## src/rtl/osd_ram_pkg.sv

```systemverilog
// Shared defaults and FSM state type for the OSD buffer RAM controller.
package osd_ram_pkg;

  localparam int unsigned OSD_ADDR_W = 11;
  localparam int unsigned OSD_DATA_W = 8;
  localparam int unsigned OSD_DEPTH  = 1 << OSD_ADDR_W;

  typedef enum logic [1:0] {
    ST_IDLE  = 2'd0,
    ST_CLEAR = 2'd1,
    ST_DONE  = 2'd2
  } clr_state_e;

endpackage

```

## src/rtl/osd_clr_engine.sv

```systemverilog
// Clear engine: walks a wrapping pointer from base for len cycles, requesting
// one fill write per cycle, then pulses done for one cycle.
module osd_clr_engine
  import osd_ram_pkg::*;
#(
  parameter int unsigned ADDR_W = OSD_ADDR_W,
  parameter int unsigned DATA_W = OSD_DATA_W
) (
  input  logic              clk,
  input  logic              rst_n,
  input  logic              start_i,
  input  logic [ADDR_W-1:0] base_i,
  input  logic [ADDR_W:0]   len_i,
  input  logic [DATA_W-1:0] value_i,
  output logic              idle_o,
  output logic              busy_o,
  output logic              done_o,
  output logic              fill_req_o,
  output logic [ADDR_W-1:0] fill_addr_o,
  output logic [DATA_W-1:0] fill_data_o
);

  localparam int unsigned       CNT_W   = ADDR_W + 1;
  localparam logic [CNT_W-1:0] LEN_MAX = {1'b1, {ADDR_W{1'b0}}};

  clr_state_e        state_q, state_d;
  logic [ADDR_W-1:0] ptr_q, ptr_d;
  logic [CNT_W-1:0]  cnt_q, cnt_d;
  logic [DATA_W-1:0] value_q, value_d;
  logic [CNT_W-1:0]  len_clamped;
  logic              idle_q, busy_q, done_q, fill_q;

  // Lengths beyond the buffer depth would only rewrite the same addresses.
  assign len_clamped = (len_i > LEN_MAX) ? LEN_MAX : len_i;

  always_comb begin
    state_d = state_q;
    ptr_d   = ptr_q;
    cnt_d   = cnt_q;
    value_d = value_q;
    unique case (state_q)
      ST_IDLE: begin
        if (start_i && (len_i != '0)) begin
          state_d = ST_CLEAR;
          ptr_d   = base_i;
          cnt_d   = len_clamped;
          value_d = value_i;
        end
      end
      ST_CLEAR: begin
        ptr_d = ptr_q + ADDR_W'(1);
        cnt_d = cnt_q - CNT_W'(1);
        if (cnt_q == CNT_W'(1)) begin
          state_d = ST_DONE;
        end
      end
      ST_DONE: state_d = ST_IDLE;
      default: state_d = ST_IDLE;
    endcase
  end

  // Status flags are registered from the next state so they align with state_q.
  always_ff @(posedge clk or negedge rst_n) begin
    if (!rst_n) begin
      state_q <= ST_IDLE;
      ptr_q   <= '0;
      cnt_q   <= '0;
      value_q <= '0;
      idle_q  <= 1'b1;
      busy_q  <= 1'b0;
      done_q  <= 1'b0;
      fill_q  <= 1'b0;
    end else begin
      state_q <= state_d;
      ptr_q   <= ptr_d;
      cnt_q   <= cnt_d;
      value_q <= value_d;
      idle_q  <= (state_d == ST_IDLE);
      busy_q  <= (state_d != ST_IDLE);
      done_q  <= (state_d == ST_DONE);
      fill_q  <= (state_d == ST_CLEAR);
    end
  end

  assign idle_o      = idle_q;
  assign busy_o      = busy_q;
  assign done_o      = done_q;
  assign fill_req_o  = fill_q;
  assign fill_addr_o = ptr_q;
  assign fill_data_o = value_q;

endmodule

```

## src/rtl/osd_ram_ctrl.sv

```systemverilog
// OSD buffer RAM controller: muxes host and clear-fill writes onto one
// registered RAM write port and runs a single-cycle read pipeline.
module osd_ram_ctrl
  import osd_ram_pkg::*;
#(
  parameter int unsigned ADDR_W = OSD_ADDR_W,
  parameter int unsigned DATA_W = OSD_DATA_W
) (
  input  logic              clk,
  input  logic              rst_n,
  input  logic              wr_valid_i,
  output logic              wr_ready_o,
  input  logic [ADDR_W-1:0] wr_addr_i,
  input  logic [DATA_W-1:0] wr_data_i,
  input  logic              rd_req_i,
  output logic              rd_ready_o,
  input  logic [ADDR_W-1:0] rd_addr_i,
  output logic              rd_rsp_valid_o,
  output logic [DATA_W-1:0] rd_rsp_data_o,
  input  logic              clr_start_i,
  input  logic [ADDR_W-1:0] clr_base_i,
  input  logic [ADDR_W:0]   clr_len_i,
  input  logic [DATA_W-1:0] clr_value_i,
  output logic              clr_busy_o,
  output logic              clr_done_o,
  output logic              ram_wr_en_o,
  output logic [ADDR_W-1:0] ram_wr_addr_o,
  output logic [DATA_W-1:0] ram_wr_data_o,
  output logic [ADDR_W-1:0] ram_rd_addr_o,
  input  logic [DATA_W-1:0] ram_rd_data_i
);

  logic              eng_idle;
  logic              fill_req;
  logic [ADDR_W-1:0] fill_addr;
  logic [DATA_W-1:0] fill_data;
  logic              host_acc;
  logic              wr_en_q, wr_en_d;
  logic [ADDR_W-1:0] wr_addr_q, wr_addr_d;
  logic [DATA_W-1:0] wr_data_q, wr_data_d;
  logic              rsp_valid_q;

  osd_clr_engine #(
    .ADDR_W(ADDR_W),
    .DATA_W(DATA_W)
  ) u_clr_engine (
    .clk         (clk),
    .rst_n       (rst_n),
    .start_i     (clr_start_i),
    .base_i      (clr_base_i),
    .len_i       (clr_len_i),
    .value_i     (clr_value_i),
    .idle_o      (eng_idle),
    .busy_o      (clr_busy_o),
    .done_o      (clr_done_o),
    .fill_req_o  (fill_req),
    .fill_addr_o (fill_addr),
    .fill_data_o (fill_data)
  );

  assign wr_ready_o = eng_idle;
  assign host_acc   = wr_valid_i && eng_idle;

  // Host writes are only taken in IDLE and fills only occur in CLEAR, so the
  // two sources never compete; address/data hold when no write is issued.
  always_comb begin
    wr_en_d   = 1'b0;
    wr_addr_d = wr_addr_q;
    wr_data_d = wr_data_q;
    if (fill_req) begin
      wr_en_d   = 1'b1;
      wr_addr_d = fill_addr;
      wr_data_d = fill_data;
    end else if (host_acc) begin
      wr_en_d   = 1'b1;
      wr_addr_d = wr_addr_i;
      wr_data_d = wr_data_i;
    end
  end

  always_ff @(posedge clk or negedge rst_n) begin
    if (!rst_n) begin
      wr_en_q     <= 1'b0;
      wr_addr_q   <= '0;
      wr_data_q   <= '0;
      rsp_valid_q <= 1'b0;
    end else begin
      wr_en_q     <= wr_en_d;
      wr_addr_q   <= wr_addr_d;
      wr_data_q   <= wr_data_d;
      rsp_valid_q <= rd_req_i && rd_ready_o;
    end
  end

  // A read of the address being written this cycle would return stale data.
  assign rd_ready_o     = !(wr_en_q && (wr_addr_q == rd_addr_i));
  assign ram_rd_addr_o  = rd_addr_i;
  assign rd_rsp_valid_o = rsp_valid_q;
  assign rd_rsp_data_o  = ram_rd_data_i;

  assign ram_wr_en_o   = wr_en_q;
  assign ram_wr_addr_o = wr_addr_q;
  assign ram_wr_data_o = wr_data_q;

endmodule

```

## config.mk

```make
export PLATFORM = sky130hd
export DESIGN_NAME = osd_ram_ctrl
export DESIGN_NICKNAME = d
export VERILOG_FILES = /design/src/rtl/osd_ram_pkg.sv /design/src/rtl/osd_clr_engine.sv /design/src/rtl/osd_ram_ctrl.sv
export SDC_FILE = /design/constraint.sdc
export NUM_CORES = 1
export LEC_CHECK = 0
export ABC_AREA = 0
export ABC_CLOCK_PERIOD_IN_PS = 1900
export CAP_MARGIN = 30
export CORE_AREA = 2 2 71 107
export DETAILED_ROUTE_END_ITERATION = 7
export DIE_AREA = 0 0 73 109
export GPL_TIMING_DRIVEN = 0
export PLACE_DENSITY = 0.79
export SYNTH_ARGS = -nofsm -noshare
export SYNTH_HDL_FRONTEND = slang
export SYNTH_SLANG_ARGS = --single-unit
export TNS_END_PERCENT = 100
```

## constraint.sdc

```tcl
create_clock -name clk -period 1.9 [get_ports clk]
set_input_delay 0.285 -clock clk [delete_from_list [all_inputs] [get_ports clk]]
set_output_delay 0.285 -clock clk [all_outputs]
set_load 0.01 [all_outputs]
```

Yosys cells after proc, flatten, opt, wreduce, memory -nomap -nowiden

Cells that the tools add are included.

Bits in registers: 58
Input port bits: 74
Output and inout port bits: 44
Logic and storage cells: 48

Add/subtract/negate cells: 2
Order comparisons: 1
Equality and inequality tests: 6
Multiplexer cells: 14
Reduce and logical (&&, ||, !) cells: 13

Operator list:

| cell                                                                  | count |
|---|---|
| 11-bit two-way mux                                                    | 3 |
| 12-bit two-way mux                                                    | 2 |
| 12-bit one-hot mux with 2 select lines                                | 1 |
| 11-bit one-hot mux with 2 select lines                                | 1 |
| 8-bit two-way mux                                                     | 2 |
| 12-bit by 1-bit == test with 1-bit output (second input constant)     | 1 |
| 12-bit > comparator (second input constant)                           | 1 |
| 12-bit nonzero test                                                   | 1 |
| 12-bit by 1-bit subtractor with 12-bit output (second input constant) | 1 |
| 11-bit by 1-bit adder with 11-bit output (second input constant)      | 1 |
| 11-bit == test                                                        | 1 |
| 2-bit nonzero test                                                    | 3 |
| 2-bit by 1-bit == test with 1-bit output (second input constant)      | 2 |
| 1-bit logical AND                                                     | 4 |
| 2-bit logical NOT                                                     | 2 |
| 2-bit two-way mux                                                     | 2 |
| 2-bit one-hot mux with 2 select lines                                 | 1 |
| 2-bit AND reduction                                                   | 2 |
| 2-bit == test (second input constant)                                 | 1 |
| 1-bit two-way mux                                                     | 2 |
| 2-bit by 1-bit != test with 1-bit output (second input constant)      | 1 |
| 1-bit logical NOT                                                     | 1 |

Logic depth before layout (Yosys ltp)

Gate-level depths: netlist of run 1.

Word-level depth: 5
Mapped depth: 7

By module

From an unflattened synthesis of run 1, not the netlist that was laid out.

Cell total of the unflattened synthesis: 315
Area total of the unflattened synthesis: 3254.4 sq um

By module, submodules not included:

| module         | times used | cells an instance | area each (sq um) | seq. area each (sq um) |
|---|---|---|---|---|
| osd_clr_engine | 1          | 194               | 2033.2            | 927.1 |
| osd_ram_ctrl   | 1          | 121               | 1221.2            | 525.5 |

Worst setup path before layout of run 1

Ideal clock, no wire load.

Kind: register to register
Start point: register u_clr_engine.cnt_q[6]
End point: register u_clr_engine.cnt_q[11]
Setup time: 0.126 ns
Arrival time: 1.599 ns
Setup slack: 0.175 ns
Stages on the path, launching flop included: 6
Buffers on the path: 0
Clock period less this slack: 1.725 ns
Cell sequence: dfrtp_1 -> or3_4 -> nor4b_4 -> a21oi_2 -> a31o_1 -> a221o_1

Cells in the longest elaborated chain, start to end: 2

Ends and longest elaborated chain:

| what                                          | line                 | RTL |
|---|---|---|
| from (decl)                                   | osd_clr_engine.sv:28 | `logic [CNT_W-1:0] cnt_q, cnt_d;` |
| from (signal assigned)                        | osd_clr_engine.sv:76 | `cnt_q <= cnt_d;` |
| 12-bit by 1-bit subtractor with 12-bit output | osd_clr_engine.sv:52 | `cnt_d = cnt_q - CNT_W'(1);` |
| 12-bit one-hot mux with 2 select lines        | osd_clr_engine.sv:41 | `unique case (state_q)` |

No other way between the ends.
A chain may end at the register's enable or synchronous reset.

Final worst setup path of run 1

Start point: register wr_addr_q[9] (netlist: ram_wr_addr_o[9])
End point: output port rd_ready_o

Cells in the longest elaborated chain, start to end: 3

Ends and longest elaborated chain:

| what                   | line               | RTL |
|---|---|---|
| from (decl)            | osd_ram_ctrl.sv:39 | `logic [ADDR_W-1:0] wr_addr_q, wr_addr_d;` |
| from (signal assigned) | osd_ram_ctrl.sv:89 | `wr_addr_q <= wr_addr_d;` |
| 11-bit == test         | osd_ram_ctrl.sv:96 | `assign rd_ready_o = !(wr_en_q && (wr_addr_q == rd_addr_i));` |
| 1-bit logical AND      | osd_ram_ctrl.sv:96 |  |
| 1-bit logical NOT      | osd_ram_ctrl.sv:96 |  |
| to (decl)              | osd_ram_ctrl.sv:16 | `output logic rd_ready_o,` |

No other way between the ends.

==> results_dict.tcl, run 1 <==
set metrics [dict create \
    drt-met1-wl_um 3180 \
    yosysWarningCount 0 \
    p_leak_nw 2.09 \
    wl_met2_um 4270 \
    wl_per_cell_um 15.2 \
    synthCells 318 \
    finalHoldViolations 0 \
    syn_avg_cell_area_um2 9.56 \
    dieHeight_um 109 \
    timing.fmax_mhz 537 \
    ioPinCount 118 \
    port-buffer-count 109 \
    cts-buffers-inserted 9 \
    drt_iter0_markers 194 \
    overflow 0 \
    outcome "finished, final reports clean" \
    path_clk_slew_ns 0.07 \
    final_cells 531 \
    async_flop_share_pct 100 \
    routabilityCongestion 0.848 \
    initial_core_util_pct 42.9 \
    num_rows 38 \
    drt_pass1_iterations 4 \
    die_area_um2 7960 \
    slew_violations 0 \
    met3_length_um 502 \
    cts_tree "built" \
    post-route-period-util_pct 98.1 \
    die_w_um 73 \
    clkLatencyLatePin_ns 0.35 \
    drc 0 \
    design.core.area_um2 7080 \
    synth.distinct_cells 43 \
    root_buffer "clkbuf_8" \
    rsz0062_at_grt "yes" \
    max_slew_margin_pct 54.9 \
    hold_path.class "in2reg" \
    crit_type "reg2out" \
    grt_pass1_vias 2785 \
    maxCapViolations 0 \
    final_core_util_pct 65.2 \
    grt_start_max_net_pins 38 \
    vias 2830 \
    critPathLaunchType "flip-flop" \
    antenna-diode-count 0 \
    synth_edf_count 0 \
    crit_path_end_kind "primary output" \
    power.total_w 0.00424 \
    nets 523 \
    syn-num-nets 395 \
    ir_drop_mv 0.519 \
    arrival_ns 1.58 \
    antenna_found_initial 0 \
    fin_crit_ns 1.86 \
    grtUsageTotal_pct 21.2 \
    powerDensity_nw_per_um2 918 \
    placed_cells_incl_taps 508 \
    cts_buffer_depth 2 \
    worst_pin_slew_ns 0.676 \
    grt_pass1_wl_um 12900 \
    startpoint "ram_wr_addr_o[9]" \
    top_layer "met4" \
    synthToLayoutAreaGrowth_pct 51.8 \
    critPathRequiredTime_ns 1.62 \
    final-setup-viol-count 0 \
    drive_above_1_share_pct 15.1 \
    wl_um 8090 \
    worstReg2RegStart "u_clr_engine.cnt_q[6]" \
    ant_nets 0 \
    path_max_fanout 3 \
    syn_area_um2 3040 \
    ys_seq_area_share_pct 47.8 \
    ys.flop_type "dfrtp_1" \
    synth-seq-cells 58 \
    worstHoldStart "clr_len_i[6]" \
    fillers 585 \
    htreeDepth 3 \
    fin_skew_ns 0.0111 \
    viasPerCell 5.33 \
    cts.sinks 58 \
    hpwl_um 6110 \
]
placed cells by master, fill, tap and decap left out, types with 4 or more instances in the layout:
master | netlist | layout
clkdlybuf4s50_1 | 0 | 104
dfrtp_1 | 57 | 57
nand2_1 | 55 | 55
buf_4 | 19 | 27
o21ai_0 | 22 | 22
mux2i_1 | 19 | 19
nand3_1 | 17 | 17
nor2_1 | 14 | 14
xnor2_1 | 12 | 12
nor3_1 | 14 | 12
clkbuf_8 | 0 | 9
clkbuf_1 | 8 | 8
nand4_1 | 8 | 8
a211oi_1 | 8 | 8
o211ai_1 | 6 | 6
inv_1 | 5 | 5
and2_1 | 4 | 4
and3_1 | 4 | 4
a21oi_1 | 4 | 4
a221o_1 | 4 | 4
path summary, 6_finish.rpt:
kind                                               end  depth (start not counted)  slack, ns
max                                         rd_ready_o                          4       0.04
min                              u_clr_engine.cnt_q[6]                          3       0.31
max reg2reg                     u_clr_engine.cnt_q[11]                          6       0.07
min reg2reg                u_clr_engine.fill_data_o[6]                          2       0.49
max in group asynchronous          u_clr_engine.idle_o                          3       0.81
min in group asynchronous             ram_wr_data_o[4]                          2       0.43
flip-flops by register name, indices dropped and copies added (netlist names):
signal,count
ram_wr_addr_o,11
ram_wr_data_o,8
ram_wr_en_o,1
rd_rsp_valid_o,1
u_clr_engine.busy_o,1
u_clr_engine.cnt_q,12
u_clr_engine.done_o,1
u_clr_engine.fill_addr_o,11
u_clr_engine.fill_data_o,8
u_clr_engine.fill_req_o,1
u_clr_engine.idle_o,1
u_clr_engine.state_q,2
worst max-delay path: stages (launching register included):
cell,delay [ns]
dfrtp_1,0.41
xnor2_1,0.18
nand4_1,0.12
or3_4,0.40
buf_6,0.13
cells by family (layout without fill, tap and decap cells):
family,after synthesis,after routing,synth area share (%)
fa+ha+maj,3,3,1.23
compound gates,54,54,11.8
mux,21,21,7.00
flops,58,58,47.8
simple gates,132,132,21.4
xor+xnor,12,12,3.46
buf+inv,38,171,7.28
power breakdown:
group / internal (W) / total, W / leakage [nW] / switching, W
Combinational: 0.000698 / 0.00113 / 1.29 / 0.000432
Sequential: 0.00147 / 0.00171 / 0.684 / 0.000245
Clock: 0.000870 / 0.00139 / 0.120 / 0.000524
Total: 0.00303 / 0.00424 / 2.09 / 0.00120
routing by layer:
metal	track usage [%]	vias to the layer above
li1	-	1370
met1	24.8	1341
met2	36.7	109
met3	5.73	10
met4	7.80	0
met5	0	-
repair_timing:
action / CTS / global route
gates resized for setup: 7 / 20
pin swaps: 1 / 8
endpoints found under the setup margin: 13 / 32
hold buffers: 1 / 0
buffers inserted: 1 / 5
hold endpoints to repair: 21 / 0
cells in the mapped netlist (2+ instances only):
cell | instances | share of area [%]
o311ai_0 | 2 | 0.58
xnor2_1 | 12 | 3.5
nor2_1 | 14 | 1.7
a21oi_1 | 4 | 0.66
nand4_1 | 8 | 1.6
ha_1 | 3 | 1.2
nor4_1 | 3 | 0.62
clkbuf_1 | 8 | 0.99
buf_4 | 19 | 4.7
nand2_1 | 55 | 6.8
a221o_1 | 4 | 1.3
inv_1 | 5 | 0.62
and3_1 | 4 | 0.82
or3_1 | 2 | 0.41
o21ai_0 | 22 | 3.6
nand3_1 | 17 | 2.8
dfrtp_1 | 57 | 47
buf_2 | 6 | 0.99
nand2b_1 | 2 | 0.41
mux2_2 | 2 | 0.74
o211ai_1 | 6 | 1.5
mux2i_1 | 19 | 6.3
a211oi_1 | 8 | 2.0
and2_1 | 4 | 0.82
nor3_1 | 14 | 2.3
stage by stage:
step / hold WS [ns] / cell area [um2] / setup WS (ns) / setup TNS [ns]
2_1_floorplan: -0.0106 / 3040 / 0.175 / 0
3_3_place_gp: 0.460 / 4230 / -1.27 / -82.68
3_5_place_dp: 0.287 / 4250 / -0.430 / -10.84
4_1_cts: 0.441 / 4520 / -0.0697 / -0.0697
5_1_grt: 0.320 / 4620 / -0.000845 / -0.000845
6_report: 0.312 / 4620 / 0.0364 / 0
cell type report:
| type | count | area (um2) | area share, % |
|---|---|---|---|
| flip-flops and latches | 58 | 1450 | 31.5 |
| multi-input cells | 222 | 1410 | 30.6 |
| repair buffers | 117 | 1170 | 25.3 |
| plain buffers | 33 | 223 | 4.83 |
| clock buffers | 9 | 124 | 2.68 |
| clock inverters | 7 | 116 | 2.52 |
| well taps | 80 | 100 | 2.17 |
| inverters | 5 | 18.8 | 0.407 |
Note: power is estimated with default switching activity, not from simulation.
==> run 2, diff against run 1 <==
- GPL_ROUTABILITY_DRIVEN: not set -> 1
==> results of run 2 <==
No change in the layout: final DEF, timing and power equal those of run 1.
